File: src/rtl/rr_sched_pkg.sv
// Shared types and helpers for the round-robin register write scheduler.
// Helpers work at the maximum supported requester count and are narrowed by callers.
package rr_sched_pkg;

  localparam int MAXREQ = 8;
  localparam int IW     = 3;

  typedef enum logic {
    IDLE  = 1'b0,
    CLEAR = 1'b1
  } state_e;

  typedef struct packed {
    logic          found;
    logic [IW-1:0] idx;
  } pick_t;

  function automatic logic [MAXREQ-1:0] onehot(input logic [IW-1:0] idx, input int n);
    logic [MAXREQ-1:0] v;
    v = '0;
    if (int'(idx) < n) v[idx] = 1'b1;
    return v;
  endfunction

  // Rotating-priority search: first set request at or after ptr, wrapping at n-1.
  function automatic pick_t rr_pick(input logic [MAXREQ-1:0] req,
                                    input logic [IW-1:0]     ptr,
                                    input int                n);
    pick_t         r;
    int            j;
    logic [IW-1:0] jj;
    r = '0;
    for (int k = 0; k < MAXREQ; k++) begin
      if (k < n && !r.found) begin
        j  = (int'(ptr) + k) % n;
        jj = IW'(j);
        if (req[jj]) begin
          r.found = 1'b1;
          r.idx   = jj;
        end
      end
    end
    return r;
  endfunction

endpackage

File: src/rtl/rr_pick_comb.sv
// Purely combinational rotate-priority winner search over NREQ requesters.
module rr_pick_comb
  import rr_sched_pkg::*;
#(
  parameter int NREQ = 4,
  parameter int PW   = $clog2(NREQ)
) (
  input  logic [NREQ-1:0] req,
  input  logic [PW-1:0]   ptr,
  output logic [PW-1:0]   win,
  output logic            found
);

  pick_t p;

  always_comb begin
    p     = rr_pick(MAXREQ'(req), IW'(ptr), NREQ);
    win   = PW'(p.idx);
    found = p.found;
  end

endmodule

File: src/rtl/rr_reg_write_sched.sv
// Round-robin arbiter sharing one write port of a small register array,
// with a sequential clear engine that wipes one entry per cycle.
module rr_reg_write_sched
  import rr_sched_pkg::*;
#(
  parameter int NREQ  = 4,
  parameter int DW    = 4,
  parameter int DEPTH = 3,
  parameter int AW    = 2
) (
  input  logic                clk,
  input  logic                rst_n,
  input  logic                req_i  [NREQ],
  input  logic [AW-1:0]       addr_i [NREQ],
  input  logic [DW-1:0]       data_i [NREQ],
  input  logic                clr_i,
  output logic [NREQ-1:0]     gnt_o,
  output logic [DW-1:0]       regs_o [DEPTH],
  output logic [DEPTH-1:0]    vld_o,
  output logic                err_o,
  output logic                busy_o
);

  localparam int PW = $clog2(NREQ);
  localparam int CW = (DEPTH > 1) ? $clog2(DEPTH) : 1;

  state_e          state, state_n;
  logic [PW-1:0]   ptr, ptr_n;
  logic [CW-1:0]   cidx, cidx_n;
  logic [NREQ-1:0] reqv;
  logic [PW-1:0]   win;
  logic            found;
  logic [AW-1:0]   sel_addr;
  logic [DW-1:0]   sel_data;
  logic            in_range;
  logic            wr_en, clr_en, err_n, busy_n;
  logic [NREQ-1:0] gnt_n;

  always_comb begin
    for (int k = 0; k < NREQ; k++) reqv[k] = req_i[k];
  end

  rr_pick_comb #(.NREQ(NREQ), .PW(PW)) u_pick (
    .req   (reqv),
    .ptr   (ptr),
    .win   (win),
    .found (found)
  );

  assign sel_addr = addr_i[win];
  assign sel_data = data_i[win];
  // One extra bit so the bound check still works when DEPTH == 2**AW.
  assign in_range = ({1'b0, sel_addr} < (AW+1)'(DEPTH));

  always_comb begin
    state_n = state;
    ptr_n   = ptr;
    cidx_n  = cidx;
    gnt_n   = '0;
    err_n   = 1'b0;
    busy_n  = busy_o;
    wr_en   = 1'b0;
    clr_en  = 1'b0;
    case (state)
      IDLE: begin
        if (clr_i) begin
          state_n = CLEAR;
          busy_n  = 1'b1;
          cidx_n  = '0;
        end else if (found) begin
          gnt_n = NREQ'(onehot(IW'(win), NREQ));
          ptr_n = (win == PW'(NREQ - 1)) ? '0 : win + 1'b1;
          if (in_range) wr_en = 1'b1;
          else          err_n = 1'b1;
        end
      end
      CLEAR: begin
        clr_en = 1'b1;
        if (cidx == CW'(DEPTH - 1)) begin
          state_n = IDLE;
          busy_n  = 1'b0;
          cidx_n  = '0;
        end else begin
          cidx_n = cidx + 1'b1;
        end
      end
      default: state_n = IDLE;
    endcase
  end

  always_ff @(posedge clk) begin
    if (!rst_n) begin
      state  <= IDLE;
      ptr    <= '0;
      cidx   <= '0;
      gnt_o  <= '0;
      err_o  <= 1'b0;
      busy_o <= 1'b0;
      vld_o  <= '0;
      for (int e = 0; e < DEPTH; e++) regs_o[e] <= '0;
    end else begin
      state  <= state_n;
      ptr    <= ptr_n;
      cidx   <= cidx_n;
      gnt_o  <= gnt_n;
      err_o  <= err_n;
      busy_o <= busy_n;
      for (int e = 0; e < DEPTH; e++) begin
        if (wr_en && sel_addr == AW'(e)) begin
          regs_o[e] <= sel_data;
          vld_o[e]  <= 1'b1;
        end else if (clr_en && cidx == CW'(e)) begin
          regs_o[e] <= '0;
          vld_o[e]  <= 1'b0;
        end
      end
    end
  end

endmodule

File: config.mk
export PLATFORM = sky130hd
export DESIGN_NAME = rr_reg_write_sched
export DESIGN_NICKNAME = d
export VERILOG_FILES = /design/src/rtl/rr_sched_pkg.sv /design/src/rtl/rr_pick_comb.sv /design/src/rtl/rr_reg_write_sched.sv
export SDC_FILE = /design/constraint.sdc
export NUM_CORES = 1
export LEC_CHECK = 0
export ABC_AREA = 1
export BUFFER_PORTS_ARGS = -buffer_cell sky130_fd_sc_hd__buf_2
export CORE_MARGIN = 2
export CORE_UTILIZATION = 50
export CTS_CLUSTER_DIAMETER = 40
export CTS_CLUSTER_SIZE = 25
export DETAILED_ROUTE_END_ITERATION = 16
export GPL_ROUTABILITY_DRIVEN = 0
export PLACE_DENSITY = 0.81
export SYNTH_ARGS = -nofsm -noshare
export SYNTH_HDL_FRONTEND = slang
export SYNTH_HIERARCHICAL = 1
export SYNTH_SLANG_ARGS = --single-unit
export TNS_END_PERCENT = 10
File: constraint.sdc
create_clock -name clk -period 2.46 [get_ports clk]
set_input_delay 0.369 -clock clk [delete_from_list [all_inputs] [get_ports clk]]
set_output_delay 0.369 -clock clk [all_outputs]
set_load 0.01 [all_outputs]
# After elaboration in Yosys (flattened, before gate mapping)

Cells that the tools add are included.

Output and inout bits: 21
Input port bits: 31
Word-level logic and storage cells: 109
Flip-flop bits (word level): 26

Muxes and demuxes: 51
Equality and inequality tests: 7
Magnitude comparators: 8
Bitwise operators: 8
Add/sub/neg operators: 5
Reductions and logical operators: 18

Operators by type and width:

| kind                                                                         | number |
|---|---|
| 4-bit two-way mux                                                            | 15 |
| 1-bit two-way mux                                                            | 21 |
| 3-bit by 4-bit less-than comparator with 1-bit output, second input constant | 3 |
| 2-bit two-way mux                                                            | 5 |
| 1-bit binary-select mux with 3-bit select                                    | 3 |
| 4-bit binary-select mux with 2-bit select                                    | 1 |
| 2-bit by 4-bit less-than comparator with 1-bit output, second input constant | 2 |
| 1-bit logical AND                                                            | 7 |
| 2-bit by 1-bit adder with 2-bit output, second input constant                | 3 |
| 2-bit equality test, second input constant                                   | 3 |
| 2-bit nonzero test                                                           | 3 |
| 2-bit OR reduction                                                           | 3 |
| 2-bit adder, second input constant                                           | 2 |
| 2-bit binary-select mux with 2-bit select                                    | 1 |
| 2-bit by 1-bit equality test with 1-bit output, second input constant        | 2 |
| 2-bit zero test                                                              | 2 |
| 1-bit NOT                                                                    | 4 |
| 1-bit one-hot mux with 2 select lines                                        | 2 |
| 2-bit one-hot mux with 2 select lines                                        | 1 |
| 4-bit OR reduction                                                           | 1 |
| 1-bit bitwise AND, first input constant                                      | 3 |
| 3-bit >= comparator, second input constant                                   | 1 |
| 2-bit NOT with 3-bit output                                                  | 1 |
| 3-bit AND reduction                                                          | 1 |
| 7 further kinds                                                              | 7 |

# Longest topological paths before layout

Gate-level depths: netlist (run 1).

Word-level depth: 22
Gate-level depth with buffers: 21
Mapped depth without buffers: 18

# Hierarchy

Netlist (run 1), hierarchy kept.

Modules (own cells, without submodules):

| module             | times used | area each (µm²) | cells each | seq. area each (µm²) |
|---|---|---|---|---|
| rr_reg_write_sched | 1          | 1,341.3         | 177        | 520.5 |
| rr_pick_comb       | 1          | 235.2           | 47         | 0.0 |

# Worst setup path before layout (run 1)

No wires, ideal clock.

Path type: flip-flop to flip-flop
Start point: reg ptr[0]
End point: reg regs_o[4] (netlist bit)
Cell stages (with the launch flop): 22
Setup slack: 0.433 ns
Arrival: 1.957 ns
Buffers on the path: 3
Period minus slack after synthesis: 2.027 ns
Required time: 2.390 ns
Setup time: 0.070 ns
Cell sequence: dfxtp_1 -> buf_6 -> inv_6 -> nand2_2 -> nand2_2 -> inv_2 -> nand2_2 -> nand3_1 -> nand2_1 -> nor2_1 -> nand2_1 -> nand2_1 -> buf_6 -> inv_4 -> buf_6 -> nand2_4 -> nand3_4 -> nand2_8 -> nand2_4 -> nor2_4 -> nand2_1 -> a21oi_1

Word-level cells in the longest chain between the ends: 22
Elaborated cells on any way between the ends: 40
Classes of those cells: add/sub: 3; order compare: 1; eq/ne: 1; mux: 26; bitwise: 4; reduce/logical: 5

Ends and longest elaborated chain:

| item                                                    | line                      | RTL |
|---|---|---|
| start: declaration                                      | rr_reg_write_sched.sv:28  | `logic [PW-1:0] ptr, ptr_n;` |
| start signal: assignment                                | rr_reg_write_sched.sv:103 | `ptr <= ptr_n;` |
| 2-bit by 1-bit adder with 2-bit output                  | rr_sched_pkg.sv:35        | `j = (int'(ptr) + k) % n;` |
| 2-bit OR reduction (no source line)                     | n/a                       |  |
| 1-bit bitwise AND (no source line)                      | n/a                       |  |
| 1-bit binary-select mux with 3-bit select               | rr_sched_pkg.sv:37        | `if (req[jj]) begin` |
| 1-bit two-way mux (not written as such)                 | rr_sched_pkg.sv:37        |  |
| 4-bit two-way mux                                       | rr_sched_pkg.sv:37        |  |
| 4-bit two-way mux                                       | rr_sched_pkg.sv:34        | `if (k < n && !r.found) begin` |
| 4-bit two-way mux                                       | rr_sched_pkg.sv:37        |  |
| [... 3 more ...]                                        | n/a                       |  |
| named net win[0]                                        | rr_reg_write_sched.sv:31  | `logic [PW-1:0] win;` |
| [... 2 more ...]                                        | n/a                       |  |
| 2-bit two-way mux (not written as such) (2 in series)   | rr_reg_write_sched.sv:50  | `assign sel_addr = addr_i[win];` |
| 2-bit less-than comparator                              | rr_reg_write_sched.sv:53  | `assign in_range = ({1'b0, sel_addr} < (AW+1)'(DEPTH));` |
| 1-bit two-way mux                                       | rr_reg_write_sched.sv:73  | `if (in_range) wr_en = 1'b1;` |
| 1-bit two-way mux                                       | rr_reg_write_sched.sv:70  | `end else if (found) begin` |
| 1-bit two-way mux                                       | rr_reg_write_sched.sv:66  | `if (clr_i) begin` |
| 1-bit two-way mux                                       | rr_reg_write_sched.sv:64  | `case (state)` |
| 1-bit logical AND                                       | rr_reg_write_sched.sv:109 | `if (wr_en && sel_addr == AW'(e)) begin` |
| 4-bit two-way mux or 2-bit nonzero test (tied branches) | n/a                       |  |
| end signal: indexed assignment                          | rr_reg_write_sched.sv:110 | `regs_o[e] <= sel_data;` |
| end: declaration                                        | rr_reg_write_sched.sv:18  | `output logic [DW-1:0] regs_o [DEPTH],` |

Mark *: on every way through the listed nets, which the timed path passes. The rest lies on a longest branch. The select of a mux whose other input is x is not followed.
A chain may end at the register's enable or synchronous reset.

# Final worst setup path (run 1)

Start point: reg ptr[0]
End point: reg regs_o[6] (netlist bit)

Elaborated cells on any way between the ends: 40
Classes of those cells: add/sub: 3; order compare: 1; eq/ne: 1; mux: 26; bitwise: 4; reduce/logical: 5

RTL lines:

| item                                                    | line                      | RTL |
|---|---|---|
| 2-bit by 1-bit adder with 2-bit output                  | rr_sched_pkg.sv:35        |  |
| 2-bit OR reduction (no source line)                     | n/a                       |  |
| 1-bit bitwise AND (no source line)                      | n/a                       |  |
| 1-bit binary-select mux with 3-bit select               | rr_sched_pkg.sv:37        |  |
| 1-bit two-way mux (not written as such)                 | rr_sched_pkg.sv:37        |  |
| 4-bit two-way mux                                       | rr_sched_pkg.sv:37        |  |
| 4-bit two-way mux (2 in series)                         | rr_sched_pkg.sv:34        |  |
| 4-bit two-way mux *                                     | rr_sched_pkg.sv:34        |  |
| named net found                                         | rr_reg_write_sched.sv:32  | `logic found;` |
| 1-bit two-way mux *                                     | rr_reg_write_sched.sv:70  |  |
| 1-bit two-way mux *                                     | rr_reg_write_sched.sv:66  |  |
| 1-bit two-way mux *                                     | rr_reg_write_sched.sv:64  |  |
| 1-bit logical AND *                                     | rr_reg_write_sched.sv:109 |  |
| 4-bit two-way mux or 2-bit nonzero test (tied branches) | n/a                       |  |

Marks and branches as above.

==> results.sh, run 1 <==
export IMPL_fmax_mhz=460
export IMPL_initialDrtViolationCount=61
export IMPL_max_vdd_ir_drop_uv=838
export IMPL_layout_commonest_cell="nand2_1"
export IMPL_netlist_instances=224
export IMPL_rsz0062_at_grt="no"
export IMPL_grt_max_degree=16
export IMPL_worst_endpoint_required_ps=2720
export IMPL_setup_violations=0
export IMPL_stdcell_count=321
export IMPL_wl_per_cell_um=9.96
export IMPL_synth_edf_count=0
export IMPL_crit_slowest_cell="dfxtp_2"
export IMPL_worstSetupPathType="reg -> reg"
export IMPL_hold_depth=3
export IMPL_dp_hpwl_um=2600
export IMPL_htree_levels=1
export IMPL_worstPathCellList="nand2_1 > nand2_2 > inv_2 > nand2_2 > nand2_2 > nor2_4 > nand3_2 > nand2_1 > nand2_2 > buf_4 > nand2_1 > nand3_4 > nand2_8 > nand2_4 > nor2_4 > nand2_1 > a21oi_1"
export IMPL_cp_start_kind="flop"
export IMPL_final_util=0.629
export IMPL_yosysUniqueCellTypes=30
export IMPL_die_h_um=60.2
export IMPL_final_nets=313
export IMPL_slowest_delay_ps=470
export IMPL_path_clk_slew_ps=130
export IMPL_clkSinkCount=26
export IMPL_p_leak_nw=0.976
export IMPL_track_usage=0.192
export IMPL_pre_cts_slack_ps=-19.5
export IMPL_setup_ws_ps=285
export IMPL_critPathCapture="regs_o[6]"
export IMPL_timing_final_crit_period_ps=2180
export IMPL_post_route_cell_area_um2=1910
export IMPL_ios=52
export IMPL_crit_path_end_kind="flop"
export IMPL_cts_root_buffer="clkbuf_4"
export IMPL_post_route_period_util=0.884
export IMPL_drc=0
export IMPL_synth_seq_area_share=0.330
export IMPL_initial_core_util=0.521
export IMPL_critPathLaunch="ptr[0]"
export IMPL_placed_cell_area_um2=1860
export IMPL_synth_ff_type="dfxtp_1"
export IMPL_firstDrtPassIters=4
export IMPL_synth_avg_cell_area_um2=7.04
export IMPL_ys_top_cells_by_area="dfxtp_1 33%, nand2_1 16%, nand3_1 6.7%"
export IMPL_grt_ovfl_total=0
export IMPL_grt_pass1_wl_um=5290
export IMPL_num_vias=1501
export IMPL_maxCapViolations=0
export IMPL_reg2reg_depth=17
export IMPL_finalSetupTns_ps=0
export IMPL_grt_antenna_before_repair=0
export IMPL_cts_buffers=3
export IMPL_yosys_warnings=6
export IMPL_synth_top_area_share=0.330
export IMPL_io_buffers=51
export IMPL_crit_fanout=12
export IMPL_layout_common_cells="65 x nand2_1, 51 x buf_2, 24 x dfxtp_1"
export IMPL_syn_to_final_growth_pct=20.9
export IMPL_postCtsHoldBufs=0
export IMPL_dieArea_um2=3620
export IMPL_synth_seq_cells=26
export IMPL_path_buf_inv=2
export IMPL_drv_slew=0
export IMPL_r2r_start="ptr[0]"
export IMPL_dp_cells=317
export IMPL_yosysTopAreaCell="dfxtp_1"
export IMPL_worstSetupPathDepth=17
export IMPL_crit_family="simple AND/OR/NAND/NOR gates"
export IMPL_relSlewSlack=0.699
export IMPL_die_w_um=60.2
export IMPL_layout_drive_gt1_share=0.336
export IMPL_synth_async_reset_ratio=0
export IMPL_grt_pass1_vias=1217
export IMPL_viasPerCell=4.68
export IMPL_rows=20
export IMPL_p_per_area_nw_per_um2=1350
export IMPL_clk_latency_ps=320
export IMPL_cp_arrival_ps=2440
export IMPL_finClkSkew_ps=1.95
export IMPL_clock_path_buffers=2
export IMPL_num_antenna_cells=0
export IMPL_r2r_slack_ps=280
export IMPL_syn_area_um2=1580
export IMPL_worst_pin_slew_ps=450
export IMPL_min_path_type="in -> reg"
export IMPL_reg2reg_to="regs_o[6]"
export IMPL_status="completed"
export IMPL_tritoncts="built"
export IMPL_core_area_um2=3030
export IMPL_hold_viol_final=0
export IMPL_syn_num_nets=259
export IMPL_antenna_left=0
export IMPL_routed_wirelength_um=3200
[how the worst min path moves through the flow]
| stage | startpoint | endpoint | slack (ps) |
|---|---|---|---|
| after global placement | vld_o[2] | vld_o[2] | 440 |
| final | rst_n | ptr[1] | 300 |
| after floorplan | cidx[1] | cidx[1] | 450 |
| after global routing | rst_n | ptr[1] | 320 |
| after CTS | rst_n | ptr[1] | 300 |
| after detailed placement | vld_o[0] | vld_o[0] | 460 |
[worst min-delay path: stages]
cell     delay (ps)
buf_2           120
o21ai_0          70
nor2_1           40
[final cells by class]
class | instances | area, um2
well taps | 44 | 55.1
multi-input cells | 166 | 897
repair buffers | 55 | 285
inverters | 26 | 109
clock buffers | 4 | 36.3
flip-flops and latches | 26 | 523
fillers | 287 | 1120
[per-layer routing]
metal | up-vias | share of wire | GRT usage
met5 | - | 0 | 0
met3 | 4 | 0.065 | 0.0303
met4 | 0 | 0.015 | 0.0667
met1 | 622 | 0.46 | 0.277
met2 | 55 | 0.46 | 0.289
li1 | 820 | - | -
[stage by stage]
step | hold slack (ps) | total power, mW
final | 304 | 2.57
after global routing | 316 | 2.83
after CTS | 303 | 2.57
after detailed placement | 458 | 2.36
after global placement | 443 | 2.33
after floorplan | 452 | 2.05
[cell families (layout without fill, tap and decap cells)]
logic type	count (synthesis)	after routing	share of synthesized area
DFF	26	26	0.330
AOI/OAI and AO/OA	22	22	0.0754
buffers and inverters	32	85	0.102
adders and majority gates	4	4	0.0317
and+or+nand+nor	140	140	0.460
[flip-flops by register name (all words and copies together) (netlist names)]
name    cells
vld_o       3
cidx        2
busy_o      1
ptr         2
gnt_o       4
err_o       1
state       1
regs_o     12
[report_power, final]
group	total, mW	internal (mW)	switching [mW]	leakage [nW]
registers	0.604	0.532	0.0721	0.212
clock network	0.214	0.0907	0.124	0.0210
logic	1.75	0.618	1.14	0.743
[synth_stat cells (3+ instances only)]
cell and count:
or2_2 4, inv_1 21, ha_1 4, buf_6 3, nand2_1 66, nand3_2 4, nor2_1 21, dfxtp_1 26
o21ai_0 4, nand3_1 21, nand4_1 5, a21oi_1 14, nand2_2 5, nand2_4 4
[repair_timing]
item	CTS	global route
endpoints found under the setup margin	1	16
pin swaps	0	0
buffers inserted	0	0
gates resized for setup	1	4
(Power assumes the default switching activity.)
==> run 2: changes to the inputs <==
--- a/config.mk
+++ b/config.mk
@@ -7,6 +7,7 @@
 export LEC_CHECK = 0
 export ABC_AREA = 1
 export BUFFER_PORTS_ARGS = -buffer_cell sky130_fd_sc_hd__buf_2
+export CORE_ASPECT_RATIO = 0.6
 export CORE_MARGIN = 2
 export CORE_UTILIZATION = 50
 export CTS_CLUSTER_DIAMETER = 40
==> results.sh, run 2 (synthesis gave the netlist of run 1 again) <==
export IMPL_holdWs_ps=357
export IMPL_ff_latch_area_um2=526
export IMPL_drv_slew=0
export IMPL_largest_reg_flops=12
export IMPL_hold_viol_final=0
export IMPL_postCtsHoldBufs=0
export IMPL_initialDrtViolationCount=93
export IMPL_worst_pin_slew_ps=445
export IMPL_cp_start_kind="flop"
export IMPL_die_w_um=76.5
export IMPL_min_path_type="in -> reg"
export IMPL_syn_to_final_growth_pct=23.9
export IMPL_htree_levels=1
export IMPL_fmax_mhz=448
export IMPL_finalSetupTns_ps=0
export IMPL_stdcell_count=321
export IMPL_die_h_um=47.5
export IMPL_setup_violations=0
export IMPL_dp_cells=317
export IMPL_grt_pass1_vias=1293
export IMPL_nFillCells=267
export IMPL_core_area_um2=2930
export IMPL_grt_pass1_wl_um=5870
export IMPL_wl_per_cell_um=11.3
export IMPL_path_clk_slew_ps=90
export IMPL_worst_endpoint_required_ps=2680
export IMPL_grt_ovfl_total=0
export IMPL_dp_hpwl_um=2870
export IMPL_max_vdd_ir_drop_uv=908
export IMPL_num_antenna_cells=0
export IMPL_layout_common_cells="66 x nand2_1, 51 x buf_2, 24 x dfxtp_1"
export IMPL_p_per_area_nw_per_um2=1430
export IMPL_clkSinkCount=26
export IMPL_crit_top_cell="nand2_1"
export IMPL_layout_drive_gt1_share=0.337
export IMPL_dieArea_um2=3630
export IMPL_cts_root_buffer="clkbuf_8"
export IMPL_post_route_period_util=0.908
export IMPL_maxCapViolations=0
export IMPL_timing_final_crit_period_ps=2230
export IMPL_path_buf_inv=3
export IMPL_layout_commonest_cell="nand2_1"
export IMPL_crit_slowest_cell="dfxtp_2"
export IMPL_tritoncts="built"
export IMPL_placed_cell_area_um2=1880
export IMPL_setup_ws_ps=226
export IMPL_worstPathCellList="inv_1 > nand2_1 > nand2_2 > inv_2 > nand2_2 > nand2_2 > nor2_4 > nand3_2 > nand2_1 > nand2_1 > buf_4 > nand2_1 > nand3_2 > nand2_4 > nand4_4 > nor2_2 > nand2_1 > nand2_1"
export IMPL_firstDrtPassIters=4
export IMPL_top_regs="regs_o (12), gnt_o (4), vld_o (3)"
export IMPL_clock_path_buffers=2
export IMPL_initial_core_util=0.538
export IMPL_relSlewSlack=0.703
export IMPL_cp_arrival_ps=2450
export IMPL_drc=0
export IMPL_status="completed"
export IMPL_rows=15
export IMPL_rsz0062_at_grt="no"
export IMPL_grt_antenna_before_repair=0
export IMPL_grt_max_degree=16
export IMPL_finClkSkew_ps=4.31
export IMPL_antenna_left=0
export IMPL_top_register="regs_o"
export IMPL_num_vias=1536
export IMPL_crit_family="simple AND/OR/NAND/NOR gates"
export IMPL_final_nets=315
export IMPL_routed_wirelength_um=3620
export IMPL_clk_latency_ps=270
export IMPL_crit_path_end_kind="flop"
export IMPL_cts_buffers=3
export IMPL_io_buffers=51
export IMPL_post_route_cell_area_um2=1950
export IMPL_ios=52
export IMPL_p_leak_nw=1.00
export IMPL_viasPerCell=4.79
export IMPL_pre_cts_slack_ps=63.1
export IMPL_post_cts_setup_buffer_count=0
export IMPL_track_usage=0.206
export IMPL_worstSetupPathType="reg -> reg"
export IMPL_crit_fanout=12
export IMPL_slowest_delay_ps=360
export IMPL_multi_input_area_um2=895
## run 2: changes by cell type in the layout (fill, tap and decap cells not counted), sizes merged
cell	change
bufinv	+1
clkbuf	-1
buf	+2
## run 2: final timing paths
check / start / to / cells past startpoint / slack [ps]
max reg2reg: ptr[1] / regs_o[2] / 18 / 230
min: rst_n / ptr[1] / 3 / 360
max: ptr[1] / regs_o[2] / 18 / 230
min reg2reg: vld_o[0] / vld_o[0] / 2 / 470
## run 2: layout make-up
type                       count  area share
multi-input combinational    166       0.458
tap                           42      0.0269
timing repair buffer          57       0.154
sequential                    26       0.269
clock buffer                   3      0.0211
clock inverter                 1      0.0154
inverter                      26      0.0557
## run 2: worst min-delay path, delay by kind of cell
kind	cells	cell delay (ps)
buffers and inverters	1	120
AND/OR/NAND/NOR	1	40
AO/OA/AOI/OAI	1	70
## run 2: report_power, final
part | switching [mW] | leakage (nW) | internal [mW]
clock network | 0.138 | 0.0357 | 0.218
logic | 1.17 | 0.753 | 0.663
registers | 0.0751 | 0.213 | 0.535
## run 2: layer usage
layer / GRT usage / share of wire / vias up / routed length (um)
li1: - / - / 825 / -
met4: 0.0545 / 0.012 / 0 / 44
met3: 0.0491 / 0.071 / 6 / 258
met1: 0.306 / 0.53 / 648 / 1910
met5: 0 / 0 / - / 0
met2: 0.301 / 0.39 / 57 / 1410
## run 2: metrics by stage
stage,total power [mW],util
finish,2.80,0.667
global placement,2.40,0.641
global route,3.05,0.667
detailed placement,2.43,0.641
floorplan,2.05,-
CTS,2.79,0.665
## run 2: repair_timing
action | CTS | global route
gates resized for setup | 0 | 3
endpoints found under the hold margin | 0 | 0
endpoints found under the setup margin | 0 | 17
==> run 3: changes to the inputs <==
--- a/config.mk
+++ b/config.mk
@@ -5,16 +5,15 @@
 export SDC_FILE = /design/constraint.sdc
 export NUM_CORES = 1
 export LEC_CHECK = 0
-export ABC_AREA = 1
 export BUFFER_PORTS_ARGS = -buffer_cell sky130_fd_sc_hd__buf_2
 export CORE_ASPECT_RATIO = 0.6
 export CORE_MARGIN = 2
-export CORE_UTILIZATION = 50
+export CORE_UTILIZATION = 47
 export CTS_CLUSTER_DIAMETER = 40
 export CTS_CLUSTER_SIZE = 25
 export DETAILED_ROUTE_END_ITERATION = 16
 export GPL_ROUTABILITY_DRIVEN = 0
-export PLACE_DENSITY = 0.81
+export PLACE_DENSITY = 0.8
 export SYNTH_ARGS = -nofsm -noshare
 export SYNTH_HDL_FRONTEND = slang
 export SYNTH_HIERARCHICAL = 1
==> results.sh, run 3 <==
export IMPL_layout_common_cells="51 x buf_2, 26 x dfxtp_1, 13 x nand2_1"
export IMPL_syn_num_nets=149
export IMPL_min_to="state"
export IMPL_reg2reg_depth=7
export IMPL_hold_depth=3
export IMPL_syn_area_um2=1270
export IMPL_synth_seq_cells=26
export IMPL_yosysUniqueCellTypes=31
export IMPL_worstSetupPathType="reg -> reg"
export IMPL_synth_avg_cell_area_um2=11.1
export IMPL_drv_slew=0
export IMPL_synth_top_area_share=0.410
export IMPL_r2r_start="ptr[1]"
export IMPL_firstDrtPassIters=4
export IMPL_rows=14
export IMPL_ys_top_cells_by_area="dfxtp_1 41%, mux4_1 8.3%, mux2i_1 7.1%"
export IMPL_syn_to_final_growth_pct=29.5
export IMPL_top_register="regs_o"
export IMPL_dieArea_um2=3140
export IMPL_grt_antenna_before_repair=0
export IMPL_relSlewSlack=0.608
export IMPL_crit_family="multiplexers"
export IMPL_layout_commonest_cell="buf_2"
export IMPL_postCtsHoldBufs=0
export IMPL_dp_cells=196
export IMPL_grt_pass1_vias=1053
export IMPL_track_usage=0.190
export IMPL_stdcell_count=201
export IMPL_top_regs="regs_o (12), gnt_o (4), vld_o (3)"
export IMPL_max_vdd_ir_drop_uv=266
export IMPL_final_util=0.647
export IMPL_grt_ovfl_total=0
export IMPL_p_per_area_nw_per_um2=621
export IMPL_finClkSkew_ps=4.91
export IMPL_drc=0
export IMPL_fmax_mhz=441
export IMPL_cts_root_buffer="clkbuf_8"
export IMPL_finalSetupTns_ps=0
export IMPL_p_leak_nw=0.805
export IMPL_tritoncts="built"
export IMPL_largest_reg_flops=12
export IMPL_setup_violations=0
export IMPL_wl_per_cell_um=13.4
export IMPL_worst_pin_slew_ps=586
export IMPL_ff_latch_area_um2=520
export IMPL_maxCapViolations=0
export IMPL_min_path_type="in -> reg"
export IMPL_num_antenna_cells=0
export IMPL_io_buffers=51
export IMPL_antenna_left=0
export IMPL_viasPerCell=5.26
export IMPL_ios=52
export IMPL_slowest_delay_ps=610
export IMPL_path_clk_slew_ps=90
export IMPL_hold_viol_final=0
export IMPL_yosysTopAreaCell="dfxtp_1"
export IMPL_grt_max_degree=21
export IMPL_synth_edf_count=0
export IMPL_path_buf_inv=1
export IMPL_r2r_slack_ps=190
export IMPL_dp_hpwl_um=2210
export IMPL_cts_buffers=3
export IMPL_yosysMostFrequentCell="dfxtp_1"
export IMPL_status="completed"
export IMPL_crit_path_end_kind="flop"
export IMPL_cp_arrival_ps=2430
export IMPL_grt_pass1_wl_um=4570
export IMPL_synth_seq_area_share=0.410
export IMPL_num_vias=1058
export IMPL_clkSinkCount=26
export IMPL_crit_fanout=10
export IMPL_routed_wirelength_um=2700
export IMPL_cp_start_kind="flop"
export IMPL_htree_levels=1
export IMPL_initial_core_util=0.500
export IMPL_crit_slowest_cell="mux4_2"
export IMPL_yosys_top_cells_count="26 x dfxtp_1, 13 x nand2_1, 9 x mux2i_1, 8 x nand3_1"
export IMPL_rsz0062_at_grt="no"
export IMPL_worst_endpoint_required_ps=2630
export IMPL_worstPathCellList="nand2b_1 > a21oi_1 > a211oi_2 > buf_4 > mux4_2 > and3b_2 > a32o_1"
export IMPL_final_nets=205
export IMPL_yosys_warnings=6
export IMPL_synth_ff_type="dfxtp_1"
export IMPL_timing_final_crit_period_ps=2270
export IMPL_die_w_um=71.1
export IMPL_nFillCells=200
export IMPL_min_from="clr_i"
export IMPL_multi_input_area_um2=718
export IMPL_post_route_period_util=0.921
export IMPL_initialDrtViolationCount=54
export IMPL_core_area_um2=2540
export IMPL_layout_drive_gt1_share=0.408
export IMPL_clock_path_buffers=2
export IMPL_total_power_mw=1.02
export IMPL_synth_async_reset_ratio=0
export IMPL_reg2reg_to="regs_o[3]"
export IMPL_netlist_instances=114
export IMPL_die_h_um=44.2
export IMPL_clk_latency_ps=270
run 3: layer usage:
metal,vias to the layer above,global-route usage,share of wire
met4,0,0.0453,0.011
met3,7,0.0661,0.099
met5,-,0,0
met1,477,0.218,0.43
li1,526,-,-
met2,48,0.350,0.45
run 3: area by class of cell:
type	instances	area share
flip-flops and latches	26	0.317
multi-input cells	82	0.437
repair buffers	55	0.174
clock inverters	1	0.0183
well taps	32	0.0244
clock buffers	3	0.0251
inverters	2	0.00457
run 3: worst min-delay path, cell delays in order:
cell and delay [ps]:
buf_2 120, nor2_1 70, nor2b_1 90
run 3: worst max path at each step:
stage,from,endpoint,slack (ps),cells past startpoint
2_1_floorplan,ptr[1],regs_o[10],270,7
3_3_place_gp,req_i[2],regs_o[9],170,7
3_5_place_dp,req_i[2],regs_o[8],100,7
4_1_cts,ptr[1],regs_o[11],160,7
5_1_grt,ptr[1],regs_o[10],10,7
6_report,ptr[1],regs_o[3],190,7
run 3: timing repair:
| item | 4_1_cts | 5_1_grt |
|---|---|---|
| buffers inserted | 0 | 1 |
| setup endpoints to repair | 0 | 3 |
| resized for setup | 0 | 0 |
run 3: power by group:
| part | total [mW] | internal, mW | switching [mW] | leakage (nW) |
|---|---|---|---|---|
| Sequential | 0.461 | 0.445 | 0.0158 | 0.212 |
| Clock | 0.344 | 0.218 | 0.127 | 0.0357 |
| Combinational | 0.214 | 0.108 | 0.106 | 0.558 |
| Total | 1.02 | 0.771 | 0.249 | 0.805 |
run 3: cell families (layout without fill, tap and decap cells):
family,count (synthesis),after routing,share of synthesized area
buf+inv,6,61,0.0237
fa+ha+maj,4,4,0.0394
simple gates,47,47,0.233
compound gates,16,16,0.105
mux,15,15,0.189
flops,26,26,0.410
run 3: through the flow:
| step | instance area, um2 | hold slack (ps) | setup WS, ps |
|---|---|---|---|
| detailed placement | 1560 | 453 | 101 |
| global placement | 1560 | 440 | 172 |
| finish | 1640 | 422 | 194 |
| global route | 1640 | 431 | 13.8 |
| floorplan | 1270 | 461 | 274 |
| CTS | 1640 | 416 | 158 |
